File: config.mk
export PLATFORM = sky130hd
export DESIGN_NAME = program_sequencer
export DESIGN_NICKNAME = d
export VERILOG_FILES = /design/src/rtl/program_sequencer.sv
export SDC_FILE = /design/constraint.sdc
export NUM_CORES = 1
export LEC_CHECK = 0
export BUFFER_PORTS_ARGS = -buffer_cell sky130_fd_sc_hd__clkbuf_2
export CORE_ASPECT_RATIO = 1.1
export CORE_UTILIZATION = 55
export CTS_CLUSTER_SIZE = 28
export DETAILED_ROUTE_END_ITERATION = 6
export PLACE_DENSITY = 0.72
export RECOVER_POWER = 25
export SLEW_MARGIN = 20
export SYNTH_ARGS = -nofsm -noshare
export SYNTH_HDL_FRONTEND = slang
export SYNTH_SLANG_ARGS = --single-unit
File: constraint.sdc
create_clock -name clk -period 6.55 [get_ports clk]
set_input_delay 0.9825 -clock clk [delete_from_list [all_inputs] [get_ports clk]]
set_output_delay 0.9825 -clock clk [all_outputs]
set_load 0.01 [all_outputs]
File: src/rtl/program_sequencer.sv
// Plays a stored program of 18-bit instruction words into the CPU instruction port,
// emitting one registered enviar pulse per word with a fixed inter-issue gap.
module program_sequencer #(
    parameter int DEPTH      = 16,
    parameter int ADDR_W     = 4,
    parameter int GAP_CYCLES = 1000
) (
    input  logic              clk,
    input  logic              reset_n,
    input  logic              load_we,
    input  logic [ADDR_W-1:0] load_addr,
    input  logic [17:0]       load_data,
    input  logic [ADDR_W:0]   prog_len,
    input  logic              start,
    input  logic              abort,
    input  logic              hold,
    output logic [17:0]       instrucao,
    output logic              enviar,
    output logic [ADDR_W-1:0] pc,
    output logic              running,
    output logic              done
);

    localparam int CNT_W = (GAP_CYCLES > 1) ? $clog2(GAP_CYCLES) : 1;
    localparam logic [ADDR_W:0] LEN_MAX = (ADDR_W + 1)'(DEPTH);
    localparam logic [ADDR_W:0] LEN_ONE = (ADDR_W + 1)'(1);
    localparam logic [CNT_W-1:0] GAP_LOAD = CNT_W'(GAP_CYCLES - 1);

    typedef enum logic [2:0] {
        S_IDLE,
        S_FETCH,
        S_ISSUE,
        S_GAP,
        S_DONE
    } state_t;

    state_t            state_reg;
    logic [17:0]       mem_reg [DEPTH];
    logic [17:0]       instrucao_reg;
    logic              enviar_reg;
    logic [ADDR_W-1:0] pc_reg;
    logic              running_reg;
    logic              done_reg;
    logic [ADDR_W:0]   len_reg;
    logic [CNT_W-1:0]  gap_cnt_reg;

    logic              loadable;
    logic              mem_we;
    logic [ADDR_W:0]   len_clamped;
    logic              last_word;

    assign loadable    = (state_reg == S_IDLE) || (state_reg == S_DONE);
    assign mem_we      = load_we && loadable && !abort;
    assign len_clamped = (prog_len > LEN_MAX) ? LEN_MAX : prog_len;
    assign last_word   = ({1'b0, pc_reg} == (len_reg - LEN_ONE));

    // Program store is cleared by reset, so it lives in registers rather than RAM.
    always_ff @(posedge clk or negedge reset_n) begin
        if (!reset_n) begin
            for (int i = 0; i < DEPTH; i++) begin
                mem_reg[i] <= '0;
            end
        end else if (mem_we) begin
            mem_reg[load_addr] <= load_data;
        end
    end

    always_ff @(posedge clk or negedge reset_n) begin
        if (!reset_n) begin
            state_reg     <= S_IDLE;
            instrucao_reg <= '0;
            enviar_reg    <= 1'b0;
            pc_reg        <= '0;
            running_reg   <= 1'b0;
            done_reg      <= 1'b0;
            len_reg       <= '0;
            gap_cnt_reg   <= '0;
        end else begin
            enviar_reg <= 1'b0;
            if (abort) begin
                state_reg   <= S_IDLE;
                running_reg <= 1'b0;
                done_reg    <= 1'b0;
            end else begin
                case (state_reg)
                    S_IDLE, S_DONE: begin
                        // A start in the same edge as a write still fetches the new
                        // word, because the fetch happens one cycle later.
                        if (start) begin
                            if (len_clamped == '0) begin
                                state_reg   <= S_DONE;
                                running_reg <= 1'b0;
                                done_reg    <= 1'b1;
                            end else begin
                                len_reg     <= len_clamped;
                                pc_reg      <= '0;
                                state_reg   <= S_FETCH;
                                running_reg <= 1'b1;
                                done_reg    <= 1'b0;
                            end
                        end else if (load_we && state_reg == S_DONE) begin
                            state_reg <= S_IDLE;
                            done_reg  <= 1'b0;
                        end
                    end
                    S_FETCH: begin
                        instrucao_reg <= mem_reg[pc_reg];
                        state_reg     <= S_ISSUE;
                    end
                    S_ISSUE: begin
                        if (!hold) begin
                            enviar_reg  <= 1'b1;
                            gap_cnt_reg <= GAP_LOAD;
                            state_reg   <= S_GAP;
                        end
                    end
                    S_GAP: begin
                        if (gap_cnt_reg == '0) begin
                            if (last_word) begin
                                state_reg   <= S_DONE;
                                running_reg <= 1'b0;
                                done_reg    <= 1'b1;
                            end else begin
                                pc_reg    <= pc_reg + 1'b1;
                                state_reg <= S_FETCH;
                            end
                        end else begin
                            gap_cnt_reg <= gap_cnt_reg - 1'b1;
                        end
                    end
                    default: begin
                        state_reg   <= S_IDLE;
                        running_reg <= 1'b0;
                        done_reg    <= 1'b0;
                    end
                endcase
            end
        end
    end

    assign instrucao = instrucao_reg;
    assign enviar    = enviar_reg;
    assign pc        = pc_reg;
    assign running   = running_reg;
    assign done      = done_reg;

endmodule
Word level (Yosys, flattened, before mapping) --
Index checks and enable logic that the tools add are counted.
Word-level totals: bits in registers 331, bits of input ports 33, output and inout bits 25, word-level logic and storage cells 111
Operators by class: add/sub/neg operators 3, magnitude comparators 4, equal/unequal tests 17, muxes and demuxes 39, bitwise logic cells 4, reduce and logical (&&, ||, !) cells 20
Operators by type and width (count):
- $bwmux W288 | 1
- $bmux W18 S4 | 1
- $demux W18 S4 | 1
- $mux W18 | 3
- $mux W3 | 7
- $mux W10 | 2
- $pmux W10 S2 | 1
- $mux W4 | 4
- $reduce_and A4 Y1 | 4
- $mux W1 | 14
- $ne A2 B2 Y1 const B | 6
- $ne A3 B3 Y1 const B | 4
- $pmux W3 S4 | 1
- $ge A5 B5 Y1 const B | 2
- $logic_not A10 Y1 | 1
- $not A4 Y5 | 2
- $sub A10 B1 Y10 const B | 1
- $pmux W4 S2 | 1
- $eq A3 B2 Y1 const B | 2
- $pmux W1 S3 | 2
- $reduce_and A6 Y1 | 1
- $eq A4 B5 Y1 | 1
- $gt A5 B5 Y1 const B | 1
- $logic_not A5 Y1 | 1
- other kinds (17) | 23

Longest topological paths before layout --
word-level depth 7, gate-level depth with buffers 8, gate-level depth less buffers 7

Least setup slack after synthesis --
No wires, ideal clock.
kind input to register, from in abort, to reg mem_reg[277] (netlist name), library setup time 0.125 ns, arrival 2.547 ns, required time 6.425 ns, path slack 3.878 ns, stages 5, path buffers 1, cell sequence nor4b_4 or3b_4 nor3_4 buf_6 mux2_2
Between the ends: cells in the longest elaborated chain, start to end 2
RTL lines:
- start, declared | RTL line 15 | input logic abort,
- $logic_not A1 Y1 | RTL line 53 | assign mem_we = load_we && loadable && !abort;
- $logic_and A1 B1 Y1 | RTL line 53
- end signal, assigned by index | RTL line 64 | mem_reg[load_addr] <= load_data;
- end, declared | RTL line 38 | logic [17:0] mem_reg [DEPTH];
Every way passes these cells. A chain may end at the register's enable or synchronous reset.

Worst setup path after layout --
from in abort, to reg mem_reg[212] (netlist name)
The elaborated chain is that of the path after synthesis.

==> summary.txt <==
Placement
  – GP Congestion: 0.823
  – Port bufs: 57
  – Post-DP HPWL: 19600 um

Setup path
  – WP data arrival: 3.39 ns
  – CP Max Fanout: 11
  – Worst setup SP type: input port
  – Critical path type: in2reg
  – Crit path capture type: flop
  – R2R depth: 5
  – CP required: 6.94 ns

STA
  – Clk_skew: 0.00989 ns
  – Fmax achieved: 334 MHz
  – Fin crit share: 45.7%
  – Worst-margin pin slew: 1.15 ns
  – Setup violators final: 0
  – Setup TNS: 0 ns
  – Slew HR: 23.4%
  – Max-slew violations: 0
  – RSZ-0062 raised after global routing: no
  – Final Hold Fails: 0
  – Min Tclk post-route: 2.99 ns

Route
  – Antenna-violating nets left: 0
  – Final Routed Wirelength: 33600 um
  – Routed len/inst: 22.1 um
  – Drt pass-1 iters: 5
  – Vias: 9270
  – Starting DRC count in detailed routing: 600
  – Drt via density: 6.09
  – DR DRC count: 0

CTS
  – Hold-fix buffers at CTS: 0
  – Skew-Pair Late Insertion Delay: 0.51 ns
  – Clock buffer depth: 3
  – Htree depth: 2
  – Post-cts sizing count: 0
  – Post-CTS setup buffer count: 0
  – Clock transition at path regs: 0.06 ns
  – Num CTS Buffers: 36
  – CTS tree: done
  – CTS root buf: clkbuf_16
  – # clock sinks: 331

Synth
  – Post-synth EDFFs: 0
  – Register bit total from synthesis: 331
  – Post-synthesis sequential area ratio: 53.8%
  – Synth cell types: 56
  – Synthesized net count: 1142
  – Synthesis Warnings: 0
  – Ys async rst share: 100%
  – Syn Inst Count: 1106
  – Cell Area, Synth: 15400 um2
  – Avg Inst Size Synth: 13.9 um2
  – Main synth FF type: dfrtp_1

Global routing
  – First-pass GRT wire length: 54400 um
  – Vias in the first global route: 9624
  – Overall routing resource usage: 24.8%
  – Largest net degree at the start of global routing: 167
  – Initial antenna violation count: 1
  – Congestion Overflow GR: 0

Power and ir drop
  – Worst vdd ir: 0.201 mV
  – P per Cell Area: 382 nW/um2
  – P_leak: 7.58 nW

Floorplanning
  – # rows: 63
  – Num ports: 58
  – Core area: 27200 um2
  – Die X: 161 um
  – DIE HEIGHT: 177 um
  – Initial Util: 56.6%
  – DIE AREA: 28700 um2

Final layout
  – Share of layout cells above drive strength 1: 41.7%
  – Post-layout util: 62.8%
  – Max reg flops: 288
  – Layout net count: 1177
  – Layout area overhead: 11.0%

Worst hold path
  – Worst hold path type: in2async

Job
  – Number of max-cap violations: 0

Status
  – Status: finished, final reports clean
worst paths after layout:
check                                                end                     start  slack [ns]
worst max-delay path            mem_reg[212]$_DFFE_PN0P_                     abort        3.56
worst min-delay path             mem_reg[42]$_DFFE_PN0P_                   reset_n        0.50
worst max register to register  mem_reg[212]$_DFFE_PN0P_  state_reg[1]$_DFFE_PN0P_        3.72
worst min register to register   mem_reg[93]$_DFFE_PN0P_   mem_reg[93]$_DFFE_PN0P_        0.50
max in group asynchronous       mem_reg[284]$_DFFE_PN0P_                   reset_n        4.61
min in group clk                 mem_reg[93]$_DFFE_PN0P_   mem_reg[93]$_DFFE_PN0P_        0.50
kinds of logic after synthesis:
| group | Yosys count | synth area share (%) |
|---|---|---|
| compound gates | 117 | 5.12 |
| xor+xnor | 14 | 0.797 |
| fa+ha+maj | 3 | 0.244 |
| buf+inv | 84 | 2.38 |
| flops | 331 | 53.8 |
| mux | 420 | 32.7 |
| simple gates | 137 | 4.89 |
metal layers:
layer	track usage (%)	vias up	share of wire [%]
li1	-	4144	-
met1	34.2	4878	46
met2	40.9	197	48
met3	3.93	51	4.2
met4	7.15	0	2.2
met5	0	-	0
synthesized netlist by cell type (all sizes together), types with 9 or more instances:
cell type / n / area share, %
dfrtp: 331 / 54
mux2: 308 / 23
mux2i: 76 / 4.9
nand2: 48 / 1.2
clkbuf: 44 / 1.1
mux4: 36 / 5.3
buf: 31 / 1.1
o21ai: 26 / 0.85
nand3: 24 / 0.81
a21oi: 21 / 0.68
a22oi: 19 / 0.93
o211ai: 18 / 0.88
o21a: 18 / 0.88
nor2: 17 / 0.46
nor3: 9 / 0.43
through the flow:
| stage | worst slack (ns) | total power, mW | hold WS [ns] | instance area [um2] | cells |
|---|---|---|---|---|---|
| detailed placement | 3.09 | 4.61 | 0.487 | 16000 | 1460 |
| floorplan | 3.88 | 4.21 | 0.474 | 15400 | 1106 |
| global route | 3.44 | 6.89 | 0.508 | 17100 | 1522 |
| CTS | 3.64 | 6.58 | 0.501 | 17100 | 1521 |
| global placement | 3.16 | 4.54 | 0.481 | 15900 | 1460 |
| finish | 3.56 | 6.52 | 0.496 | 17100 | 1522 |
layout by cell type (no fill, tap or decap), drive strengths merged, types with 4 or more instances in the layout:
cell type	Yosys	final
dfrtp	331	331
mux2	308	308
clkbuf	44	111
mux2i	76	76
nand2	48	48
mux4	36	36
o21ai	26	26
nand3	24	24
a21oi	21	21
a22oi	19	19
o21a	18	18
o211ai	18	18
nor2	17	17
buf	31	16
inv	8	10
nor3	9	9
xor2	8	8
xnor2	6	6
nand4	6	6
nand3b	4	4
nand2b	4	4
or3b	4	4
nor2b	4	4
report_power, final:
group          internal (mW)  switching, mW  total [mW]
registers               2.70          0.393        3.09
logic                  0.884          0.596        1.48
clock network           1.16          0.787        1.94
total                   4.74           1.78        6.52
worst max-delay path: stages:
cell      delay [ns]
clkbuf_1        0.23
nor4b_4         0.47
or3b_4          0.48
nor2b_2         0.57
buf_4           0.30
mux2_2          0.34
final cells by class:
cell class              instances  area (um2)
fillers                      2077       10100
well taps                     357         447
inverters                       9        33.8
flip-flops and latches        331        8290
clock buffers                  55        1060
clock inverters                 6        65.1
multi-input cells             691        6760
repair buffers                 72         417
diodes                          1        2.50
No activity file was read; power rests on OpenSTA's default activity.
